### src/rtl/bcd_scan_decade_driver_pkg.sv
// Shared definitions for the scanned BCD decade driver.
//   scan_state_e  : scan FSM encoding (OFF / BLANK / DWELL)
//   BCD_BLANK     : code loaded into every buffer digit at reset (shows nothing)
//   N_DEC_OFF     : all ten active-low decimal lines released
//   bcd_to_n_dec  : 4-bit BCD -> 10-bit active-low one-cold, all ones for 10..15
package bcd_drv_pkg;

  typedef enum logic [1:0] {
    ST_OFF   = 2'd0,
    ST_BLANK = 2'd1,
    ST_DWELL = 2'd2
  } scan_state_e;

  localparam logic [3:0] BCD_BLANK = 4'hF;
  localparam logic [9:0] N_DEC_OFF = 10'h3FF;

  // Codes above 9 are not decimal numerals, so every line stays dark.
  function automatic logic [9:0] bcd_to_n_dec(input logic [3:0] bcd);
    logic [9:0] n_dec;
    if (bcd <= 4'd9) begin
      n_dec = ~(10'd1 << bcd);
    end else begin
      n_dec = N_DEC_OFF;
    end
    return n_dec;
  endfunction

endpackage

### src/rtl/bcd_scan_decade_driver_if.sv
// Data/control bundle of the scanned decade driver (clock and reset stay plain).
//   i_cs, i_n_cs_0, i_n_cs_1 : chip selects, enable = i_cs & ~i_n_cs_0 & ~i_n_cs_1
//   i_digits, i_load         : BCD word and its one-cycle capture strobe
//   o_n_dec, o_n_dig         : active-low decimal lines and digit selects
//   o_digit_idx              : digit currently being scanned
//   o_frame_start, o_pending : frame marker and "new data waiting" flag
// master drives the inputs (datapath side), slave is the driver itself.
interface bcd_scan_decade_driver_if #(
  parameter int N_DIGITS = 4
);
  localparam int IDX_W = (N_DIGITS > 1) ? $clog2(N_DIGITS) : 1;

  logic                  i_cs;
  logic                  i_n_cs_0;
  logic                  i_n_cs_1;
  logic [4*N_DIGITS-1:0] i_digits;
  logic                  i_load;
  logic [9:0]            o_n_dec;
  logic [N_DIGITS-1:0]   o_n_dig;
  logic [IDX_W-1:0]      o_digit_idx;
  logic                  o_frame_start;
  logic                  o_pending;

  modport master (
    output i_cs, i_n_cs_0, i_n_cs_1, i_digits, i_load,
    input  o_n_dec, o_n_dig, o_digit_idx, o_frame_start, o_pending
  );

  modport slave (
    input  i_cs, i_n_cs_0, i_n_cs_1, i_digits, i_load,
    output o_n_dec, o_n_dig, o_digit_idx, o_frame_start, o_pending
  );
endinterface

### src/rtl/bcd_scan_decade_driver_n_dec_core.sv
// Combinational 4-to-10 active-low BCD decoder.
//   i_bcd   : BCD code
//   o_n_dec : bit d low when i_bcd == d; all ones for codes 10..15
module bcd_n_dec_core
  import bcd_drv_pkg::*;
(
  input  logic [3:0] i_bcd,
  output logic [9:0] o_n_dec
);

  // Pure decode, no state.
  always_comb begin
    o_n_dec = bcd_to_n_dec(i_bcd);
  end

endmodule

### src/rtl/bcd_scan_decade_driver.sv
// Time-multiplexed BCD decade driver: scans N_DIGITS digits over one shared set
// of active-low decimal lines, with a blanking gap before each digit, leading-
// zero suppression and a pending/display double buffer swapped at frame start.
//   i_clk, i_n_rst : clock, asynchronous active-low reset
//   bus (slave)    : chip selects, digit data/load, decimal lines, digit
//                    selects, digit index, frame-start pulse, pending flag
// All outputs are registered from the current FSM state (one cycle behind it).
module bcd_scan_decade_driver
  import bcd_drv_pkg::*;
#(
  parameter int N_DIGITS     = 4,
  parameter int DWELL_CYCLES = 1000,
  parameter int BLANK_CYCLES = 2,
  parameter int LZ_BLANK     = 1
) (
  input logic                      i_clk,
  input logic                      i_n_rst,
  bcd_scan_decade_driver_if.slave  bus
);

  localparam int IDX_W   = (N_DIGITS > 1) ? $clog2(N_DIGITS) : 1;
  localparam int CNT_MAX = (DWELL_CYCLES > BLANK_CYCLES) ? DWELL_CYCLES : BLANK_CYCLES;
  localparam int CNT_W   = $clog2(CNT_MAX + 1);

  localparam logic [CNT_W-1:0]    BLANK_LAST = CNT_W'(BLANK_CYCLES - 1);
  localparam logic [CNT_W-1:0]    DWELL_LAST = CNT_W'(DWELL_CYCLES - 1);
  localparam logic [IDX_W-1:0]    IDX_LAST   = IDX_W'(N_DIGITS - 1);
  localparam logic [N_DIGITS-1:0] DIG_ONE    = N_DIGITS'(1);

  scan_state_e           state_q, state_d;
  logic [IDX_W-1:0]      idx_q, idx_d;
  logic [CNT_W-1:0]      cnt_q, cnt_d;
  logic [4*N_DIGITS-1:0] disp_q, disp_d;
  logic [4*N_DIGITS-1:0] pend_q, pend_d;
  logic                  pend_flag_q, pend_flag_d;
  logic [9:0]            n_dec_q, n_dec_d;
  logic [N_DIGITS-1:0]   n_dig_q, n_dig_d;
  logic [IDX_W-1:0]      digit_idx_q, digit_idx_d;
  logic                  frame_start_q, frame_start_d;

  logic                  en_s;
  logic                  enter_frame_s;
  logic [3:0]            cur_bcd_s;
  logic [9:0]            core_n_dec_s;
  logic [N_DIGITS-1:0]   lz_s;
  logic                  lz_run_s;

  // Scan sequencing: losing enable parks the FSM in OFF with cleared index/counter.
  always_comb begin
    en_s          = bus.i_cs & ~bus.i_n_cs_0 & ~bus.i_n_cs_1;
    state_d       = state_q;
    idx_d         = idx_q;
    cnt_d         = cnt_q;
    enter_frame_s = 1'b0;
    if (!en_s) begin
      state_d = ST_OFF;
      idx_d   = '0;
      cnt_d   = '0;
    end else begin
      case (state_q)
        ST_OFF: begin
          state_d       = ST_BLANK;
          idx_d         = '0;
          cnt_d         = '0;
          enter_frame_s = 1'b1;
        end
        ST_BLANK: begin
          if (cnt_q == BLANK_LAST) begin
            state_d = ST_DWELL;
            cnt_d   = '0;
          end else begin
            cnt_d = cnt_q + CNT_W'(1);
          end
        end
        ST_DWELL: begin
          if (cnt_q == DWELL_LAST) begin
            state_d = ST_BLANK;
            cnt_d   = '0;
            if (idx_q == IDX_LAST) begin
              idx_d         = '0;
              enter_frame_s = 1'b1;
            end else begin
              idx_d = idx_q + IDX_W'(1);
            end
          end else begin
            cnt_d = cnt_q + CNT_W'(1);
          end
        end
        default: begin
          state_d = ST_OFF;
          idx_d   = '0;
          cnt_d   = '0;
        end
      endcase
    end
  end

  // Double buffer: the swap on frame entry uses the old pending word, and a load
  // in the same cycle re-arms pending, so the flag stays set.
  always_comb begin
    disp_d      = disp_q;
    pend_flag_d = pend_flag_q;
    if (enter_frame_s && pend_flag_q) begin
      disp_d      = pend_q;
      pend_flag_d = 1'b0;
    end else begin
      disp_d = disp_q;
    end
    if (bus.i_load) begin
      pend_d      = bus.i_digits;
      pend_flag_d = 1'b1;
    end else begin
      pend_d = pend_q;
    end
  end

  // Leading-zero mask: walk down from the top digit while every nibble seen is 0.
  always_comb begin
    lz_run_s = 1'b1;
    lz_s     = '0;
    for (int k = N_DIGITS - 1; k >= 0; k--) begin
      lz_run_s = lz_run_s & (disp_q[4*k +: 4] == 4'd0);
      lz_s[k]  = (k > 0) ? (lz_run_s & (LZ_BLANK != 0)) : 1'b0;
    end
  end

  // Digit currently addressed by the scan.
  always_comb begin
    cur_bcd_s = disp_q[{idx_q, 2'b00} +: 4];
  end

  bcd_n_dec_core u_dec (
    .i_bcd   (cur_bcd_s),
    .o_n_dec (core_n_dec_s)
  );

  // Output image of the present state; registered below.
  always_comb begin
    digit_idx_d   = idx_q;
    frame_start_d = (state_q == ST_BLANK) && (idx_q == '0) && (cnt_q == '0);
    if (state_q == ST_DWELL) begin
      n_dig_d = ~(DIG_ONE << idx_q);
      n_dec_d = lz_s[idx_q] ? N_DEC_OFF : core_n_dec_s;
    end else begin
      n_dig_d = '1;
      n_dec_d = N_DEC_OFF;
    end
  end

  // All state and output flops; reset darkens the display and drops both buffers.
  always_ff @(posedge i_clk or negedge i_n_rst) begin
    if (!i_n_rst) begin
      state_q       <= ST_OFF;
      idx_q         <= '0;
      cnt_q         <= '0;
      disp_q        <= {N_DIGITS{BCD_BLANK}};
      pend_q        <= {N_DIGITS{BCD_BLANK}};
      pend_flag_q   <= 1'b0;
      n_dec_q       <= N_DEC_OFF;
      n_dig_q       <= '1;
      digit_idx_q   <= '0;
      frame_start_q <= 1'b0;
    end else begin
      state_q       <= state_d;
      idx_q         <= idx_d;
      cnt_q         <= cnt_d;
      disp_q        <= disp_d;
      pend_q        <= pend_d;
      pend_flag_q   <= pend_flag_d;
      n_dec_q       <= n_dec_d;
      n_dig_q       <= n_dig_d;
      digit_idx_q   <= digit_idx_d;
      frame_start_q <= frame_start_d;
    end
  end

  assign bus.o_n_dec       = n_dec_q;
  assign bus.o_n_dig       = n_dig_q;
  assign bus.o_digit_idx   = digit_idx_q;
  assign bus.o_frame_start = frame_start_q;
  assign bus.o_pending     = pend_flag_q;

endmodule
### src/flat_wrapper.sv
// flat-port wrapper written by rule: the top's interface ports become plain ports
module bcd_scan_decade_driver_flat import bcd_drv_pkg::*;
#(
  parameter int N_DIGITS     = 4,
  parameter int DWELL_CYCLES = 1000,
  parameter int BLANK_CYCLES = 2,
  parameter int LZ_BLANK     = 1
)
  (i_clk, i_n_rst, bus_i_cs, bus_i_n_cs_0, bus_i_n_cs_1, bus_i_digits, bus_i_load, bus_o_n_dec, bus_o_n_dig, bus_o_digit_idx, bus_o_frame_start, bus_o_pending);
  bcd_scan_decade_driver_if #(.N_DIGITS(N_DIGITS)) bus_i ();
  input logic i_clk;
  input logic i_n_rst;
  input wire logic [$bits(bus_i.i_cs)-1:0] bus_i_cs;
  input wire logic [$bits(bus_i.i_n_cs_0)-1:0] bus_i_n_cs_0;
  input wire logic [$bits(bus_i.i_n_cs_1)-1:0] bus_i_n_cs_1;
  input wire logic [$bits(bus_i.i_digits)-1:0] bus_i_digits;
  input wire logic [$bits(bus_i.i_load)-1:0] bus_i_load;
  output wire logic [$bits(bus_i.o_n_dec)-1:0] bus_o_n_dec;
  output wire logic [$bits(bus_i.o_n_dig)-1:0] bus_o_n_dig;
  output wire logic [$bits(bus_i.o_digit_idx)-1:0] bus_o_digit_idx;
  output wire logic [$bits(bus_i.o_frame_start)-1:0] bus_o_frame_start;
  output wire logic [$bits(bus_i.o_pending)-1:0] bus_o_pending;
  assign bus_i.i_cs = bus_i_cs;
  assign bus_i.i_n_cs_0 = bus_i_n_cs_0;
  assign bus_i.i_n_cs_1 = bus_i_n_cs_1;
  assign bus_i.i_digits = bus_i_digits;
  assign bus_i.i_load = bus_i_load;
  assign bus_o_n_dec = bus_i.o_n_dec;
  assign bus_o_n_dig = bus_i.o_n_dig;
  assign bus_o_digit_idx = bus_i.o_digit_idx;
  assign bus_o_frame_start = bus_i.o_frame_start;
  assign bus_o_pending = bus_i.o_pending;
  bcd_scan_decade_driver #(.N_DIGITS(N_DIGITS), .DWELL_CYCLES(DWELL_CYCLES), .BLANK_CYCLES(BLANK_CYCLES), .LZ_BLANK(LZ_BLANK)) u_core (.i_clk(i_clk), .i_n_rst(i_n_rst), .bus(bus_i));
endmodule
### config.mk
export PLATFORM = sky130hd
export DESIGN_NAME = bcd_scan_decade_driver_flat
export DESIGN_NICKNAME = d
export VERILOG_FILES = /design/src/rtl/bcd_scan_decade_driver_pkg.sv /design/src/rtl/bcd_scan_decade_driver_if.sv /design/src/rtl/bcd_scan_decade_driver_n_dec_core.sv /design/src/rtl/bcd_scan_decade_driver.sv /design/src/flat_wrapper.sv
export SDC_FILE = /design/constraint.sdc
export NUM_CORES = 1
export LEC_CHECK = 0
export CAP_MARGIN = 20
export CORE_MARGIN = 3
export CORE_UTILIZATION = 44
export CTS_BUF_LIST = sky130_fd_sc_hd__clkbuf_8
export CTS_CLUSTER_SIZE = 40
export DETAILED_ROUTE_END_ITERATION = 8
export PLACE_DENSITY = 0.78
export SETUP_SLACK_MARGIN = 0.15
export SLEW_MARGIN = 30
export SYNTH_ARGS = -nofsm -noshare
export SYNTH_HDL_FRONTEND = slang
export SYNTH_SLANG_ARGS = --single-unit
### constraint.sdc
create_clock -name i_clk -period 4.79 [get_ports i_clk]
set_input_delay 1.1975 -clock i_clk [delete_from_list [all_inputs] [get_ports i_clk]]
set_output_delay 1.1975 -clock i_clk [all_outputs]
set_load 0.05 [all_outputs]
==> reports/results.txt, run 1 <==
H-tree Lvls: 3
initial antenna violation count: 0
# nets final: 294
Post-synth EDFFs: 0
Buf/Inv on CP: 1
sequential share of the synthesized area: 58.5%
crit path launch type: register
Finished Core Util: 56.7%
Area contributors post-synth: dfstp_2 (43%), dfrtp_1 (16%), mux2_2 (12%)
Clock Root Buffer: clkbuf_8
HP Class: reg -> reg
Die W: 86.3 µm
P&R area growth vs syn: 21.9%
status: finished, final reports clean
all-layer global routing usage: 14.2%
Final Wtd Congestion: 0.812
core area: 0.00610 mm²
crit path cell chain: clkdlybuf4s50_1
Synth Instances: 216
max-slew violations: 0
layout cells sized above 1: 38.3%
setup TNS: 0 ns
crit path max fanout: 1
f_max: 352 MHz
syn_nets: 249
placed instance area: 0.00329 mm²
cts hold-fix bufs: 0
Filler cells: 540
TritonCTS Buffers: 9
Synth Cell Area: 0.00284 mm²
post-route ant nets: 0
pre-CTS setup slack: 1.60 ns
RSZ-0062 raised after global routing: no
Syn. warnings: 0
drt pass-1 iters: 4
CTS max path bufs: 2
Commonest cells post-synth: dfstp_2 (46), mux2_2 (31), nand2_1 (23), dfrtp_1 (18), nor2_1 (17)
Via Count: 1,721
Worst EP arrival: 1.65 ns
r2r setup slk: 2.42 ns
Final min period: 2.84 ns
Leak: 1.36 nW
final instance area: 0.00346 mm²
Tightest Pin Transition: 0.801 ns
most common cell in the netlist: dfstp_2
Core Rows: 28
count of clock tree sinks: 64
DPL Wire Length: 3.39 mm
synth unique cells: 39
max cap viols: 0
global route total overflow: 0
fraction of registers with async set or reset after synthesis: 100%
Final Hold Fails: 0
Port-buffer cells: 39
Clock Latency Late Sink: 0.34 ns
Die ar.: 0.00744 mm²
Synth Register Bits: 64
post_cts resized: 0
Post-CTS Setup Bufs: 0
first-pass GRT wire length: 8.08 mm
drt drc: 0
multi-input logic area: 0.00111 mm²
CP top delay family: buffers and inverters
post-DR wirelength/cell: 13.9 µm
Final Setup Violations: 0
register area: 0.00166 mm²
Die Span Y: 86.3 µm
cell taking the most area after synthesis: dfstp_2
Setup crit end kind: output port
Worst Setup Path Type: reg -> out
diode count: 0
worst stage delay on the critical path: 0.80 ns
Peak VDD IR: 0.219 mV
CTS tree: built
largest net degree at the start of global routing: 34
fin worst setup slack: 1.95 ns
top cell type's share of synthesized area: 42.6%
DRT iter0 DRCs: 67
initial core utilization: 46.5%
Most used DFF post-synth: dfstp_2
crit share post-route: 59.4%
Setup Skew: 0.00611 ns
Slew Limit Headroom: 46.6%
Vias/cell: 5.05
Reg clk slew, reported paths: 0.06 ns
drt total wl: 4.73 mm
CP max stage cell: clkdlybuf4s50_1
I/O pin cnt: 40
Syn Area/Cell: 13.1 µm²
vias in the first global route: 1,733
CP required: 3.59 ns
power per cell area: 345 mW/mm²
Overall Power: 1.19 mW
worst paths after layout:
path / from / end / cells after the start
max: u_core.bus.o_n_dec[2] / bus_o_n_dec[2] / 1
min: u_core.cnt_q[0] / u_core.cnt_q[0] / 1
max reg2reg: u_core.digit_idx_d[0] / u_core.disp_q[2] / 5
min reg2reg: u_core.cnt_q[0] / u_core.cnt_q[0] / 1
max in group asynchronous: i_n_rst / u_core.disp_q[1] / 2
min in group asynchronous: i_n_rst / u_core.digit_idx_d[1] / 1
metal layers:
layer	routed length (µm)	GRT usage, %
met1	2200	18.3
met2	2200	21.7
met3	246	5.80
met4	84	5.52
met5	0	0
report_power, final:
| part | total (mW) | internal, mW | switching (mW) | leakage, nW |
|---|---|---|---|---|
| combinational | 0.138 | 0.0820 | 0.0563 | 0.530 |
| sequential | 0.669 | 0.633 | 0.0358 | 0.730 |
| clock | 0.385 | 0.194 | 0.191 | 0.0982 |
flip-flops by register name, indices dropped and copies added (netlist names):
name                      count
u_core.disp_q                16
u_core.digit_idx_d            2
u_core.bus.o_frame_start      1
u_core.bus.o_digit_idx        2
u_core.bus.o_n_dig            4
u_core.pend_q                16
u_core.bus.o_n_dec           10
u_core.state_q                2
u_core.bus.o_pending          1
u_core.cnt_q                 10
cell usage in the layout (no fill, tap or decap), drive strengths merged, types with 2 or more instances in the layout:
cell type	count
nand2	23
a21oi	2
inv	11
clkbuf	10
clkdlybuf4s50	38
dfrtp	18
nor2	17
mux2i	2
mux4	4
and2	2
or4	3
nor2b	3
ha	11
buf	2
nand3	6
dfstp	46
nor4	2
xnor2	6
clkinv	4
nor3	4
xor2	2
or3b	2
nand4	2
mux2	32
o21ai	3
final cells by class:
cell class	instances	area share [%]
Sequential cell	64	48.0
Multi-Input combinational cell	137	32.2
Timing Repair Buffer	40	11.4
Clock buffer	10	3.98
Tap cell	75	2.72
Inverter	9	0.978
Clock inverter	6	0.797
cell families (layout without fill, tap and decap cells):
family,after synthesis,after routing,share of synthesized area (%)
AOI/OAI and AO/OA,12,12,3.27
xor gates and xnor gates,8,8,2.47
adders and majority gates,11,11,4.85
buffers and inverters,15,65,2.29
DFF,64,64,58.5
muxes,38,38,16.7
and+or+nand+nor,68,68,11.9
stage by stage:
step,std cells,hold WS [ns]
floorplan,216,0.399
global placement,325,0.504
detailed placement,325,0.511
CTS,341,0.520
global route,341,0.547
finish,341,0.521
Note: power is estimated with default switching activity, not from simulation.
==> run 2: changes to the inputs <==
--- a/config.mk
+++ b/config.mk
@@ -11,7 +11,7 @@
 export CTS_BUF_LIST = sky130_fd_sc_hd__clkbuf_8
 export CTS_CLUSTER_SIZE = 40
 export DETAILED_ROUTE_END_ITERATION = 8
-export PLACE_DENSITY = 0.78
+export PLACE_DENSITY = 0.8
 export SETUP_SLACK_MARGIN = 0.15
 export SLEW_MARGIN = 30
 export SYNTH_ARGS = -nofsm -noshare
==> constraint.sdc (replaced) <==
create_clock -name i_clk -period 2.28 [get_ports i_clk]
set_input_delay 0.57 -clock i_clk [delete_from_list [all_inputs] [get_ports i_clk]]
set_output_delay 0.57 -clock i_clk [all_outputs]
set_load 0.05 [all_outputs]
==> run 2 against run 1 <==
  * Count of clock-buffer cells in the layout stayed put
  * Utilization is 1.5 points higher
  * Die area stayed put
  * Critical path type unchanged
  * Largest power group unchanged
==> reports/results.txt, run 2 (same netlist as run 1, synthesis figures left out) <==
status: finished, final reports clean
most common cell after layout, fill and taps aside: dfstp_2
worst stage delay on the critical path: 0.80 ns
Port-buffer cells: 39
non-filler cells, final: 347
count of clock tree sinks: 64
CP max stage cell: clkdlybuf4s50_1
Setup Skew: 0.00700 ns
initial core utilization: 46.5%
Final Hold Fails: 0
initial antenna violation count: 0
Final Wtd Congestion: 0.812
global routing usage on met3: 4.09%
grt met2 use: 25.0%
setup TNS: 0 ns
TritonCTS Buffers: 9
CTS tree: built
drt drc: 0
Peak VDD IR: 0.472 mV
H-tree Lvls: 3
clock power share: 36.5%
Clock Latency Late Sink: 0.34 ns
Leak: 1.37 nW
# nets final: 300
first-pass GRT wire length: 9.19 mm
post-DR wirelength/cell: 14.8 µm
diode count: 0
Filler cells: 506
Via Count: 1,770
cts hold-fix bufs: 0
DPL Wire Length: 3.69 mm
cells on worst reg2reg path: 6
Tightest Pin Transition: 0.534 ns
crit path launch type: register
Post-CTS Setup Bufs: 0
Final Setup Violations: 0
Die W: 86.3 µm
layer with the highest usage: met2
Sw Ratio: 23.9%
Clock Root Buffer: clkbuf_8
Worst R2R End: u_core.disp_q[10]
power per cell area: 759 mW/mm²
largest net degree at the start of global routing: 41
P&R area growth vs syn: 25.1%
Finished Core Util: 58.2%
CP top delay family: buffers and inverters
CP required: 1.71 ns
DRT iter0 DRCs: 141
Die ar.: 0.00744 mm²
Crit path depth: 1
I/O pin cnt: 40
r2r setup slk: 0.38 ns
Slew Limit Headroom: 64.4%
HP Class: in -> async
vias in the first global route: 1,872
Final min period: 2.05 ns
Die Span Y: 86.3 µm
CTS max path bufs: 2
post-route ant nets: 0
Reg power frac: 52.4%
RSZ-0062 raised after global routing: no
met1 Usage GRT: 20.8%
crit path max fanout: 1
cell total after placement: 331
biggest regs: u_core.disp_q: 16 flops, u_core.pend_q: 16 flops
Vias/cell: 5.10
crit path cell chain: clkdlybuf4s50_1
crit share post-route: 89.9%
core area: 0.00610 mm²
commonest cells after routing, fill and taps aside: dfstp_2 (46), mux2_2 (31), nand2_1 (23), clkdlybuf4s50_1 (23), dfrtp_1 (18)
combinational share of power: 11.1%
max cap viols: 0
drt pass-1 iters: 4
global route total overflow: 0
Buf/Inv on CP: 1
layout cells sized above 1: 40.4%
Setup crit end kind: output port
worst flop-to-flop path startpoint: u_core.cnt_q[0]
Worst EP arrival: 1.48 ns
internal cell power: 2.05 mW
max-slew violations: 0
f_max: 488 MHz
all-layer global routing usage: 15.9%
drt total wl: 5.13 mm
Core Rows: 28
post_cts resized: 15
Reg clk slew, reported paths: 0.07 ns
Psw: 643 µW
Worst Setup Path Type: reg -> out
WHS: 0.203 ns
run 2: cell count changes in the layout (fill, tap and decap cells not counted), moves of 2 or more:
cell             before  now
clkdlybuf4s50_1      38   23
dlygate4sd2_1         0   15
buf_4                 1    5
clkinv_2              4    1
buf_12                0    2
inv_1                11    9
run 2: routing by layer:
layer / up-vias / wire length [µm]
met4: 0 / 97
met2: 49 / 2470
met3: 10 / 272
met5: - / 0
met1: 859 / 2280
li1: 852 / -
run 2: layout make-up:
cell class                      count  area (µm²)  share of cell area, %
Clock inverter                      6        66.3                   1.87
Clock buffer                       10         138                   3.88
Tap cell                           75        93.8                   2.65
Timing Repair Buffer               46         444                   12.5
Inverter                            9        33.8                  0.953
Sequential cell                    64        1660                   46.8
Multi-Input combinational cell    137        1110                   31.3
run 2: worst max-delay path by stage:
stage	from	endpoint	slack, ns
after floorplan	u_core.cnt_q[0]	u_core.disp_q[10]	0.37
after global placement	bus_i_n_cs_0	u_core.disp_q[14]	0.16
after detailed placement	bus_i_cs	u_core.disp_q[14]	0.11
after CTS	u_core.bus.o_frame_start	bus_o_frame_start	0.21
after global routing	u_core.bus.o_frame_start	bus_o_frame_start	0.20
final	u_core.bus.o_frame_start	bus_o_frame_start	0.23
run 2: power by group through the flow:
stage | sequential [mW] | clock [mW] | combinational, mW
global placement | 1.42 | 0 | 0.290
global route | 1.43 | 1.07 | 0.333
detailed placement | 1.43 | 0 | 0.305
floorplan | 1.39 | 0 | 0.199
finish | 1.41 | 0.981 | 0.300
CTS | 1.41 | 1.01 | 0.306
run 2: through the flow:
| step | cell area, µm² | power [mW] | worst slack (ns) |
|---|---|---|---|
| CTS | 3550 | 2.72 | 0.212 |
| floorplan | 2840 | 1.59 | 0.371 |
| detailed placement | 3360 | 1.73 | 0.114 |
| global placement | 3360 | 1.71 | 0.162 |
| global route | 3550 | 2.83 | 0.198 |
| finish | 3550 | 2.69 | 0.230 |
==> run 3: changes to the inputs <==
--- a/config.mk
+++ b/config.mk
@@ -7,11 +7,11 @@
 export LEC_CHECK = 0
 export CAP_MARGIN = 20
 export CORE_MARGIN = 3
-export CORE_UTILIZATION = 44
+export CORE_UTILIZATION = 51
 export CTS_BUF_LIST = sky130_fd_sc_hd__clkbuf_8
 export CTS_CLUSTER_SIZE = 40
 export DETAILED_ROUTE_END_ITERATION = 8
-export PLACE_DENSITY = 0.8
+export PLACE_DENSITY = 0.89
 export SETUP_SLACK_MARGIN = 0.15
 export SLEW_MARGIN = 30
 export SYNTH_ARGS = -nofsm -noshare
==> run 3 against run 2 <==
  * Sequential share of layout area rose by 0.37 points
  * Combinational power rose by 2%
  * Clock power down 12%
  * Sequential power about the same
  * Final cell count fell by 1.4%
  * Critical path depth unchanged
  * Flip-flop and latch count is the same
  * Register-to-register slack got worse by 0.02 ns
  * Power decreased by 4.2%
  * Non-clock buffer count unchanged
  * Design area is 0.78% lower
  * Global-route usage rose by 1.9 points
  * Critical path type unchanged
  * Critical endpoint unchanged
==> reports/results.txt, run 3 (same netlist as run 1, synthesis figures left out) <==
CP max stage cell: clkdlybuf4s50_1
Peak VDD IR: 0.489 mV
cells on worst reg2reg path: 6
Core Rows: 26
diode count: 0
Slew Limit Headroom: 67.0%
drt drc: 0
Psw: 646 µW
Buf/Inv on CP: 1
Reg power frac: 54.5%
HP Class: in -> async
crit path launch type: register
largest net degree at the start of global routing: 43
H-tree Lvls: 3
power per cell area: 733 mW/mm²
worst flop-to-flop path startpoint: u_core.cnt_q[0]
f_max: 487 MHz
Tightest Pin Transition: 0.494 ns
Sw Ratio: 25.0%
Setup crit end kind: output port
commonest cells after routing, fill and taps aside: dfstp_2 (46), mux2_2 (31), nand2_1 (23), clkdlybuf4s50_1 (23), dfrtp_1 (18)
DRT iter0 DRCs: 85
TritonCTS Buffers: 9
combinational share of power: 11.8%
Clock Latency Late Sink: 0.34 ns
Port-buffer cells: 39
I/O pin cnt: 40
CTS max path bufs: 2
P&R area growth vs syn: 24.1%
worst stage delay on the critical path: 0.80 ns
count of clock tree sinks: 64
all-layer global routing usage: 17.8%
most common cell after layout, fill and taps aside: dfstp_2
Die W: 80.6 µm
post-route ant nets: 0
biggest regs: u_core.disp_q: 16 flops, u_core.pend_q: 16 flops
Die ar.: 0.00649 mm²
placed instance area: 0.00335 mm²
Leak: 1.35 nW
drt total wl: 5.05 mm
DPL Wire Length: 3.50 mm
CTS tree: built
Final Setup Violations: 0
initial antenna violation count: 0
CP top delay family: buffers and inverters
Filler cells: 374
Via Count: 1,775
core area: 0.00524 mm²
RSZ-0062 raised after global routing: no
post-DR wirelength/cell: 14.8 µm
crit share post-route: 90.0%
Worst Setup Path Type: reg -> out
vias in the first global route: 1,810
Crit path depth: 1
Final Hold Fails: 0
CP required: 1.71 ns
clock power share: 33.7%
max cap viols: 0
initial core utilization: 54.1%
internal cell power: 1.93 mW
crit path cell chain: clkdlybuf4s50_1
Reg clk slew, reported paths: 0.07 ns
# nets final: 300
first-pass GRT wire length: 8.48 mm
Setup Skew: 0.00825 ns
setup TNS: 0 ns
Worst EP arrival: 1.48 ns
status: finished, final reports clean
final instance area: 0.00352 mm²
r2r setup slk: 0.36 ns
layout cells sized above 1: 40.4%
Vias/cell: 5.19
Post-CTS Setup Bufs: 0
Clock Root Buffer: clkbuf_8
Worst R2R End: u_core.disp_q[5]
Die Span Y: 80.6 µm
Final Wtd Congestion: 0.837
Final min period: 2.05 ns
Overall Power: 2.58 mW
crit path max fanout: 1
global route total overflow: 0
max-slew violations: 0
drt pass-1 iters: 4
[run 3: changes by cell type in the layout (fill, tap and decap cells not counted)]
cell,change
bufinv_16,-1
clkinv_4,+1
clkinvlp_4,+2
inv_4,-1
inv_6,-1
[run 3: through the flow]
| stage | cells | hold slack [ns] | worst slack [ns] | util [%] |
|---|---|---|---|---|
| 3_5_place_dp | 326 | 0.394 | 0.158 | 64.0 |
| 4_1_cts | 342 | 0.178 | 0.209 | 67.2 |
| 3_3_place_gp | 326 | 0.390 | 0.172 | 64.0 |
| 2_1_floorplan | 216 | 0.274 | 0.371 | - |
| 5_1_grt | 342 | 0.196 | 0.193 | 67.2 |
| 6_report | 342 | 0.185 | 0.229 | 67.2 |
[run 3: power groups by stage]
stage / Sequential, mW / Clock (mW) / Combinational [mW]
after CTS: 1.41 / 0.894 / 0.309
after global placement: 1.42 / 0 / 0.288
after detailed placement: 1.42 / 0 / 0.303
after global routing: 1.42 / 0.957 / 0.330
after floorplan: 1.39 / 0 / 0.199
final: 1.41 / 0.868 / 0.305
[run 3: layout make-up]
type | instances | area, µm² | area share [%]
Timing Repair Buffer | 46 | 444 | 12.6
Tap cell | 70 | 87.6 | 2.49
Clock inverter | 6 | 45.0 | 1.28
Sequential cell | 64 | 1660 | 47.2
Multi-Input combinational cell | 137 | 1110 | 31.6
Inverter | 9 | 33.8 | 0.960
Clock buffer | 10 | 138 | 3.91
[run 3: what timing repair did]
item,4_1_cts,5_1_grt
endpoints found under the setup margin,15,0
resized for setup,15,0
hold buffers,0,0
[run 3: how the worst max path moves through the flow]
| stage | startpoint | to | slack (ns) |
|---|---|---|---|
| 2_1_floorplan | u_core.cnt_q[0] | u_core.disp_q[10] | 0.37 |
| 3_3_place_gp | bus_i_cs | u_core.disp_q[14] | 0.17 |
| 3_5_place_dp | bus_i_cs | u_core.disp_q[14] | 0.16 |
| 4_1_cts | u_core.bus.o_frame_start | bus_o_frame_start | 0.21 |
| 5_1_grt | u_core.bus.o_frame_start | bus_o_frame_start | 0.19 |
| 6_report | u_core.bus.o_frame_start | bus_o_frame_start | 0.23 |
[run 3: per-layer routing]
layer	up-vias	wire length, µm	track usage (%)
li1	843	-	-
met1	862	2140	21.4
met2	59	2520	28.7
met3	11	280	6.05
met4	0	109	8.11
met5	-	0	0
